File: config.mk
export PLATFORM = sky130hd
export DESIGN_NAME = addition_stage2_align
export DESIGN_NICKNAME = d
export VERILOG_FILES = /design/src/rtl/addition_stage2_align.sv
export SDC_FILE = /design/constraint.sdc
export NUM_CORES = 1
export LEC_CHECK = 0
export BUFFER_PORTS_ARGS = -buffer_cell sky130_fd_sc_hd__buf_2
export CORE_MARGIN = 2
export CORE_UTILIZATION = 45
export DETAILED_ROUTE_END_ITERATION = 12
export PLACE_DENSITY = 0.77
export SYNTH_ARGS = -nofsm -noshare
export SYNTH_HDL_FRONTEND = slang
export SYNTH_SLANG_ARGS = --single-unit
export TNS_END_PERCENT = 50
File: constraint.sdc
create_clock -name clk -period 2.55 [get_ports clk]
set_input_delay 0.1275 -clock clk [delete_from_list [all_inputs] [get_ports clk]]
set_output_delay 0.1275 -clock clk [all_outputs]
set_load 0.02 [all_outputs]
File: src/rtl/addition_stage2_align.sv
// Floating-point add stage 2: orders operands by exponent and right-aligns the smaller mantissa one bit per cycle, collecting guard/round/sticky.
// Latency count+1 edges from accept; holds result in DONE until ready_in, accepts only in IDLE.
module addition_stage2_align #(
  parameter int MENT_WIDTH = 23,
  parameter int EXPO_WIDTH = 8
) (
  input  logic                  clk,
  input  logic                  rst_n,
  input  logic                  valid_in,
  output logic                  ready_out,
  input  logic [EXPO_WIDTH-1:0] exponent_a_in,
  input  logic [EXPO_WIDTH-1:0] exponent_b_in,
  input  logic [MENT_WIDTH:0]   mentissa_a_in,
  input  logic [MENT_WIDTH:0]   mentissa_b_in,
  output logic                  valid_out,
  input  logic                  ready_in,
  output logic [EXPO_WIDTH-1:0] bigger_exponent_out,
  output logic [MENT_WIDTH:0]   bigger_mentissa_out,
  output logic [MENT_WIDTH:0]   aligned_mentissa_out,
  output logic                  guard_out,
  output logic                  round_out,
  output logic                  sticky_out,
  output logic                  swap_out
);

  // Beyond this many shifts every mantissa bit has already landed in sticky.
  localparam logic [EXPO_WIDTH-1:0] MAX_SHIFT = EXPO_WIDTH'(MENT_WIDTH + 3);

  typedef enum logic [1:0] {IDLE, SHIFT, DONE} state_t;

  state_t                state_q, state_d;
  logic [EXPO_WIDTH-1:0] count_q, count_d;
  logic [EXPO_WIDTH-1:0] big_exp_q, big_exp_d;
  logic [MENT_WIDTH:0]   big_man_q, big_man_d;
  logic [MENT_WIDTH:0]   aligned_q, aligned_d;
  logic                  guard_q, guard_d;
  logic                  round_q, round_d;
  logic                  sticky_q, sticky_d;
  logic                  swap_q, swap_d;

  logic                  b_bigger;
  logic [EXPO_WIDTH-1:0] exp_diff;
  logic [EXPO_WIDTH-1:0] shift_cnt;

  always_comb begin
    b_bigger  = exponent_b_in > exponent_a_in;
    exp_diff  = b_bigger ? (exponent_b_in - exponent_a_in) : (exponent_a_in - exponent_b_in);
    shift_cnt = (exp_diff > MAX_SHIFT) ? MAX_SHIFT : exp_diff;
  end

  always_comb begin
    state_d   = state_q;
    count_d   = count_q;
    big_exp_d = big_exp_q;
    big_man_d = big_man_q;
    aligned_d = aligned_q;
    guard_d   = guard_q;
    round_d   = round_q;
    sticky_d  = sticky_q;
    swap_d    = swap_q;
    case (state_q)
      IDLE: begin
        if (valid_in) begin
          big_exp_d = b_bigger ? exponent_b_in : exponent_a_in;
          big_man_d = b_bigger ? mentissa_b_in : mentissa_a_in;
          aligned_d = b_bigger ? mentissa_a_in : mentissa_b_in;
          swap_d    = b_bigger;
          guard_d   = 1'b0;
          round_d   = 1'b0;
          sticky_d  = 1'b0;
          count_d   = shift_cnt;
          state_d   = (shift_cnt == '0) ? DONE : SHIFT;
        end
      end
      SHIFT: begin
        aligned_d = aligned_q >> 1;
        guard_d   = aligned_q[0];
        round_d   = guard_q;
        sticky_d  = sticky_q | round_q;
        count_d   = count_q - 1'b1;
        if (count_q <= EXPO_WIDTH'(1)) state_d = DONE;
      end
      DONE: begin
        if (ready_in) state_d = IDLE;
      end
      default: state_d = IDLE;
    endcase
  end

  always_ff @(posedge clk or negedge rst_n) begin
    if (!rst_n) begin
      state_q   <= IDLE;
      count_q   <= '0;
      big_exp_q <= '0;
      big_man_q <= '0;
      aligned_q <= '0;
      guard_q   <= 1'b0;
      round_q   <= 1'b0;
      sticky_q  <= 1'b0;
      swap_q    <= 1'b0;
    end else begin
      state_q   <= state_d;
      count_q   <= count_d;
      big_exp_q <= big_exp_d;
      big_man_q <= big_man_d;
      aligned_q <= aligned_d;
      guard_q   <= guard_d;
      round_q   <= round_d;
      sticky_q  <= sticky_d;
      swap_q    <= swap_d;
    end
  end

  assign ready_out            = (state_q == IDLE);
  assign valid_out            = (state_q == DONE);
  assign bigger_exponent_out  = big_exp_q;
  assign bigger_mentissa_out  = big_man_q;
  assign aligned_mentissa_out = aligned_q;
  assign guard_out            = guard_q;
  assign round_out            = round_q;
  assign sticky_out           = sticky_q;
  assign swap_out             = swap_q;

endmodule
# Word level (Yosys, flattened, before mapping)
# Index checks and enable logic that the tools add are counted.
word_totals:
  register_bits: 70
  in_bits: 68
  word_cells: 45
  output_inout_bits: 62
classes:
  muxes: 18
  reduce_logical: 6
  eq_ne: 5
  n_lt_le_gt_ge: 3
  bitwise: 1
  n_addsub: 3
op_table:
  columns: ["operator", "n"]
  rows:
  - ["24-bit 2-to-1 mux", 3]
  - ["24-bit case mux with 2 select lines", 1]
  - ["8-bit 2-to-1 mux", 4]
  - ["8-bit case mux with 2 select lines", 1]
  - ["8-bit subtractor", 2]
  - ["8-bit by 5-bit > comparator with 1-bit output, second input constant", 1]
  - ["8-bit > comparator", 1]
  - ["8-bit by 1-bit less-or-equal comparator with 1-bit output, second input constant", 1]
  - ["8-bit zero test", 1]
  - ["2-bit 2-to-1 mux", 4]
  - ["8-bit by 1-bit subtractor with 8-bit output, second input constant", 1]
  - ["1-bit case mux with 2 select lines", 3]
  - ["2-bit case mux with 3 select lines", 1]
  - ["2-bit inequality test, second input constant", 2]
  - ["2-bit AND reduction", 2]
  - ["3-bit AND reduction", 1]
  - ["2-bit by 1-bit equality test with 1-bit output, second input constant", 1]
  - ["2-bit equality test, second input constant", 1]
  - ["2-bit zero test", 1]
  - ["2-bit by 1-bit inequality test with 1-bit output, second input constant", 1]
  - ["2-bit nonzero test", 1]
  - ["1-bit 2-to-1 mux", 1]
  - ["1-bit bitwise OR", 1]

# Depth between registers and ports, before layout
depth:
  word_depth: 8
  depth_mapped: 12

# Worst setup path before layout
# Ideal clock, no wire load.
synth_path:
  path_kind: "input to register"
  from: "input port exponent_a_in[0]"
  to: "register count_q[0]"
  t_required_ns: 2.430
  setup_slack_ns: 0.227
  cell_stages: 11
  arrival_ns: 2.203
  setup_ns: 0.120
  path_cell_list: "inv_1 -> ha_1 -> inv_1 -> fa_1 -> a21o_1 -> a21o_1 -> mux2_4 -> a2111oi_2 -> nand3b_2 -> o211ai_1 -> a41o_1"
synth_via:
  elab_chain_len: 6
  elab_cells_between_ends: 8
synth_rtl:
  columns: ["item", "line", "rtl"]
  rows:
  - ["start, declared", "11", "input logic [EXPO_WIDTH-1:0] exponent_a_in,"]
  - ["8-bit subtractor / 8-bit > comparator (equally long branches)", "47, 46", null]
  - ["8-bit 2-to-1 mux (*)", "47", "exp_diff = b_bigger ? (exponent_b_in - exponent_a_in) : (exponent_a_in - exponent_b_in);"]
  - ["8-bit by 5-bit > comparator with 1-bit output", "48", "shift_cnt = (exp_diff > MAX_SHIFT) ? MAX_SHIFT : exp_diff;"]
  - ["8-bit 2-to-1 mux (*)", "48", null]
  - ["8-bit 2-to-1 mux (*)", "63", "if (valid_in) begin"]
  - ["8-bit case mux with 2 select lines (*)", "61", "case (state_q)"]
  - ["end signal, assigned", "103", "count_q <= count_d;"]
  - ["end, declared", "32", "logic [EXPO_WIDTH-1:0] count_q, count_d;"]
# Mark *: on every way between the ends. The rest lies on a longest branch, timed or not. The select of a mux whose other input is x is not followed.
# A chain may end at the register's enable or synchronous reset.

# Final worst setup path
layout_path:
  from: "input port exponent_b_in[0]"
  to: "register count_q[0]"
layout_via:
  elab_chain_len: 6
  elab_cells_between_ends: 8
layout_rtl:
  columns: ["item", "line", "rtl"]
  rows:
  - ["start, declared", "12", "input logic [EXPO_WIDTH-1:0] exponent_b_in,"]
  - ["8-bit subtractor / 8-bit > comparator (equally long branches)", "47, 46", null]
  - ["8-bit 2-to-1 mux (*)", "47", null]
  - ["8-bit by 5-bit > comparator with 1-bit output", "48", null]
  - ["8-bit 2-to-1 mux (*)", "48", null]
  - ["8-bit 2-to-1 mux (*)", "63", null]
  - ["8-bit case mux with 2 select lines (*)", "61", null]
# Marked as above.

==> impl_metrics.py <==
metrics = {
    "place": {
        "portBuffers": 129,
        "gp_congestion": 0.901,
        "placed_area_um2": 5090,
        "dpl.hpwl_um": 8440,
    },
    "synth": {
        "ys_ff_latch": 70,
        "yosysSeqAreaShare_pct": 40.7,
        "synth_fp_nets": 541,
        "syn_inst": 454,
        "yosysWarnings": 0,
        "netlist_area_um2": 4300,
        "synth_cell_type_count": 56,
        "ys.flop_type": "dfrtp_1",
        "syn-mean-instance-area_um2": 9.47,
        "synthArstFlopShare_pct": 100,
        "synth_edf_count": 0,
    },
    "global_route": {
        "first_global_vias": 3862,
        "grt_overflow_total": 0,
        "grt_max_degree": 71,
        "grt_pass1_wl_um": 18200,
        "track_usage_pct": 22.0,
        "antenna_found_initial": 0,
    },
    "route": {
        "drc": 0,
        "antenna_left": 0,
        "wl_per_cell_um": 15.7,
        "firstDrtPassIters": 4,
        "drt-vias-per-instance": 5.32,
        "drt_wl_total_um": 11200,
        "drt_iter0_drc": 171,
        "vias": 3805,
    },
    "die": {
        "start_util_pct": 46.5,
        "core-area_um2": 9240,
        "die_area_um2": 10400,
        "io_pins": 130,
        "die_h_um": 102,
        "row_count": 35,
        "die_x_um": 102,
    },
    "critical_path": {
        "crit_chain": "buf_2, inv_1, ha_1, inv_1, fa_1, a21o_1, a22o_1, mux2_1, a31oi_1, o32ai_1, nor2_1, a41o_1",
        "worst_path_dominant_cell_family": "compound AO/OA/AOI/OAI gates",
        "reg2regPathDepth": 7,
        "required_ns": 2.76,
        "path_depth": 12,
        "path_class": "input pin to flip-flop",
        "critPathArrivalTime_ns": 2.55,
        "cp_num_buf_inv": 3,
        "critPathMaxStageDelay_ns": 0.47,
        "critPathLaunchType": "input pin",
        "crit_top_cell": "inv_1",
        "critPathMaxFanout": 4,
        "slowest_stage": "o32ai_1",
        "end_kind": "flip-flop",
    },
    "clocking": {
        "cts_inserted_buffers": 9,
        "clock_path_buffers": 2,
        "clock_sinks": 70,
        "clock_latency_ns": 0.34,
        "cts_max_level": 3,
        "clkSlewWorstSetupHoldPaths_ns": 0.10,
        "post-cts-setup-buffers": 0,
        "cts_tree": "built",
        "clock-root-buffer": "clkbuf_8",
    },
    "final_layout": {
        "final_area_um2": 5280,
        "drive_above_1_share_pct": 29.9,
        "multi_input_area_um2": 2310,
        "area_growth_syn_to_layout_pct": 22.9,
        "antenna_cells": 0,
        "layout.area.seq_um2": 1750,
        "fillCellCount": 844,
        "fin_nets": 668,
    },
    "worst_hold_path": {
        "hold_class": "input pin to flip-flop",
        "min_path_cells": 3,
    },
    "sta": {
        "finalSetupTns_ns": 0,
        "grt_setup_unrepaired": "no",
        "drv_slew": 0,
        "skew_ns": 0.0203,
        "hold_violations": 0,
        "setup_viol": 0,
        "fin_crit_sh_pct": 91.7,
        "fmax_mhz": 427,
        "slew_headroom_pct": 61.5,
        "worst_slew_pin_slew_ns": 0.578,
        "fin_crit_ns": 2.34,
    },
    "pwr": {
        "power.density_nw_per_um2": 472,
        "p_leak_nw": 2.78,
        "ir_drop_uv": 317,
    },
    "status": {
        "status": "completed",
    },
    "flow_run": {
        "cap_violations": 0,
    },
}
-- routing by layer --
layer,vias to the layer above,global-route usage [%],routed length (um)
met5,-,0,0
met1,1837,28.4,4780
li1,1879,-,-
met4,0,4.89,91
met3,8,4.49,345
met2,81,38.3,6020
-- cells by family (layout without fill, tap and decap cells) --
family	after synthesis	in the layout	share of synthesized area (%)
xor+xnor	6	6	1.40
simple gates	111	111	12.1
buf+inv	54	186	5.79
compound gates	139	139	21.0
flops	70	70	40.7
mux	55	55	13.1
fa+ha+maj	19	19	5.88
-- worst min-delay path, cell delays in order --
cell and delay, ns:
buf_2 0.09, mux2i_1 0.05, o21ai_0 0.13
-- layout make-up --
type	count	area share, %
Timing Repair Buffer	146	14.9
Clock inverter	7	1.16
Inverter	24	1.71
Sequential cell	70	33.2
Tap cell	129	3.06
Clock buffer	9	2.34
Multi-Input combinational cell	330	43.7
-- power breakdown --
part / total [W] / internal [W] / switching [W]
combinational: 0.000536 / 0.000236 / 0.000300
clock: 0.000847 / 0.000372 / 0.000475
sequential: 0.00111 / 0.00111 / 0
total: 0.00249 / 0.00172 / 0.000775
-- layout by cell type, fill, tap and decap left out, types with 2 or more instances in the layout --
cell,instances
buf_2,129
dfrtp_1,70
o21ai_0,64
mux2i_1,52
nand2_1,47
nor2_1,26
inv_1,24
a22oi_1,23
ha_1,17
a21oi_1,15
buf_4,15
clkbuf_8,9
nand3_1,8
a21o_1,5
nand4_1,4
o31ai_1,4
o211ai_1,4
nor3_1,4
nor2b_1,3
o21a_1,3
xnor2_1,3
a22o_1,3
nor4_1,3
inv_6,3
o31a_1,2
and3_1,2
nand3b_1,2
mux2_4,2
xor2_1,2
a41o_1,2
fa_1,2
clkinvlp_4,2
-- sequential cells by signal (all words and copies together) (netlist names) --
register              count
aligned_mentissa_out     24
bigger_exponent_out       8
bigger_mentissa_out      24
count_q                   8
guard_out                 1
round_out                 1
state_q                   2
sticky_out                1
swap_out                  1
-- through the flow --
step	hold slack [ns]	total power, W	cells	setup WS [ns]	util, %
global placement	0.181	0.00165	698	0.0166	55.1
CTS	0.0679	0.00252	715	0.231	57.2
global route	0.0736	0.00263	715	0.112	57.2
detailed placement	0.187	0.00166	698	-0.108	55.1
finish	0.0846	0.00249	715	0.211	57.2
floorplan	-0.168	0.00149	454	0.227	-
-- final timing paths --
check	start	endpoint	slack [ns]
min	mentissa_a_in[2]	aligned_mentissa_out[2]$_DFFE_PN0P_	0.08
max in group asynchronous	rst_n	count_q[4]$_DFFE_PN0P_	1.89
max	exponent_b_in[0]	count_q[0]$_DFFE_PN0P_	0.21
min in group asynchronous	rst_n	bigger_mentissa_out[8]$_DFFE_PN0P_	0.33
min reg2reg	bigger_mentissa_out[12]$_DFFE_PN0P_	bigger_mentissa_out[12]$_DFFE_PN0P_	0.49
max reg2reg	state_q[0]$_DFFE_PN0P_	count_q[1]$_DFFE_PN0P_	0.59
-- cells in the mapped netlist (5+ instances only) --
library cell  number  area share (%)
nand2_1           48             4.2
a21o_1             5            0.87
inv_1             24             2.1
o21ai_0           64             7.5
ha_1              17             4.9
clkbuf_1          18             1.6
nand3_1            8            0.93
nor2_1            27             2.4
buf_4              5            0.87
dfrtp_1           70              41
a21oi_1           15             1.7
mux2i_1           52              12
a22oi_1           23             4.0
-- what timing repair did --
item	in CTS	in global routing
hold buffers	1	0
gates resized for setup	0	0
endpoints found under the hold margin	70	0
(Power assumes the default switching activity.)
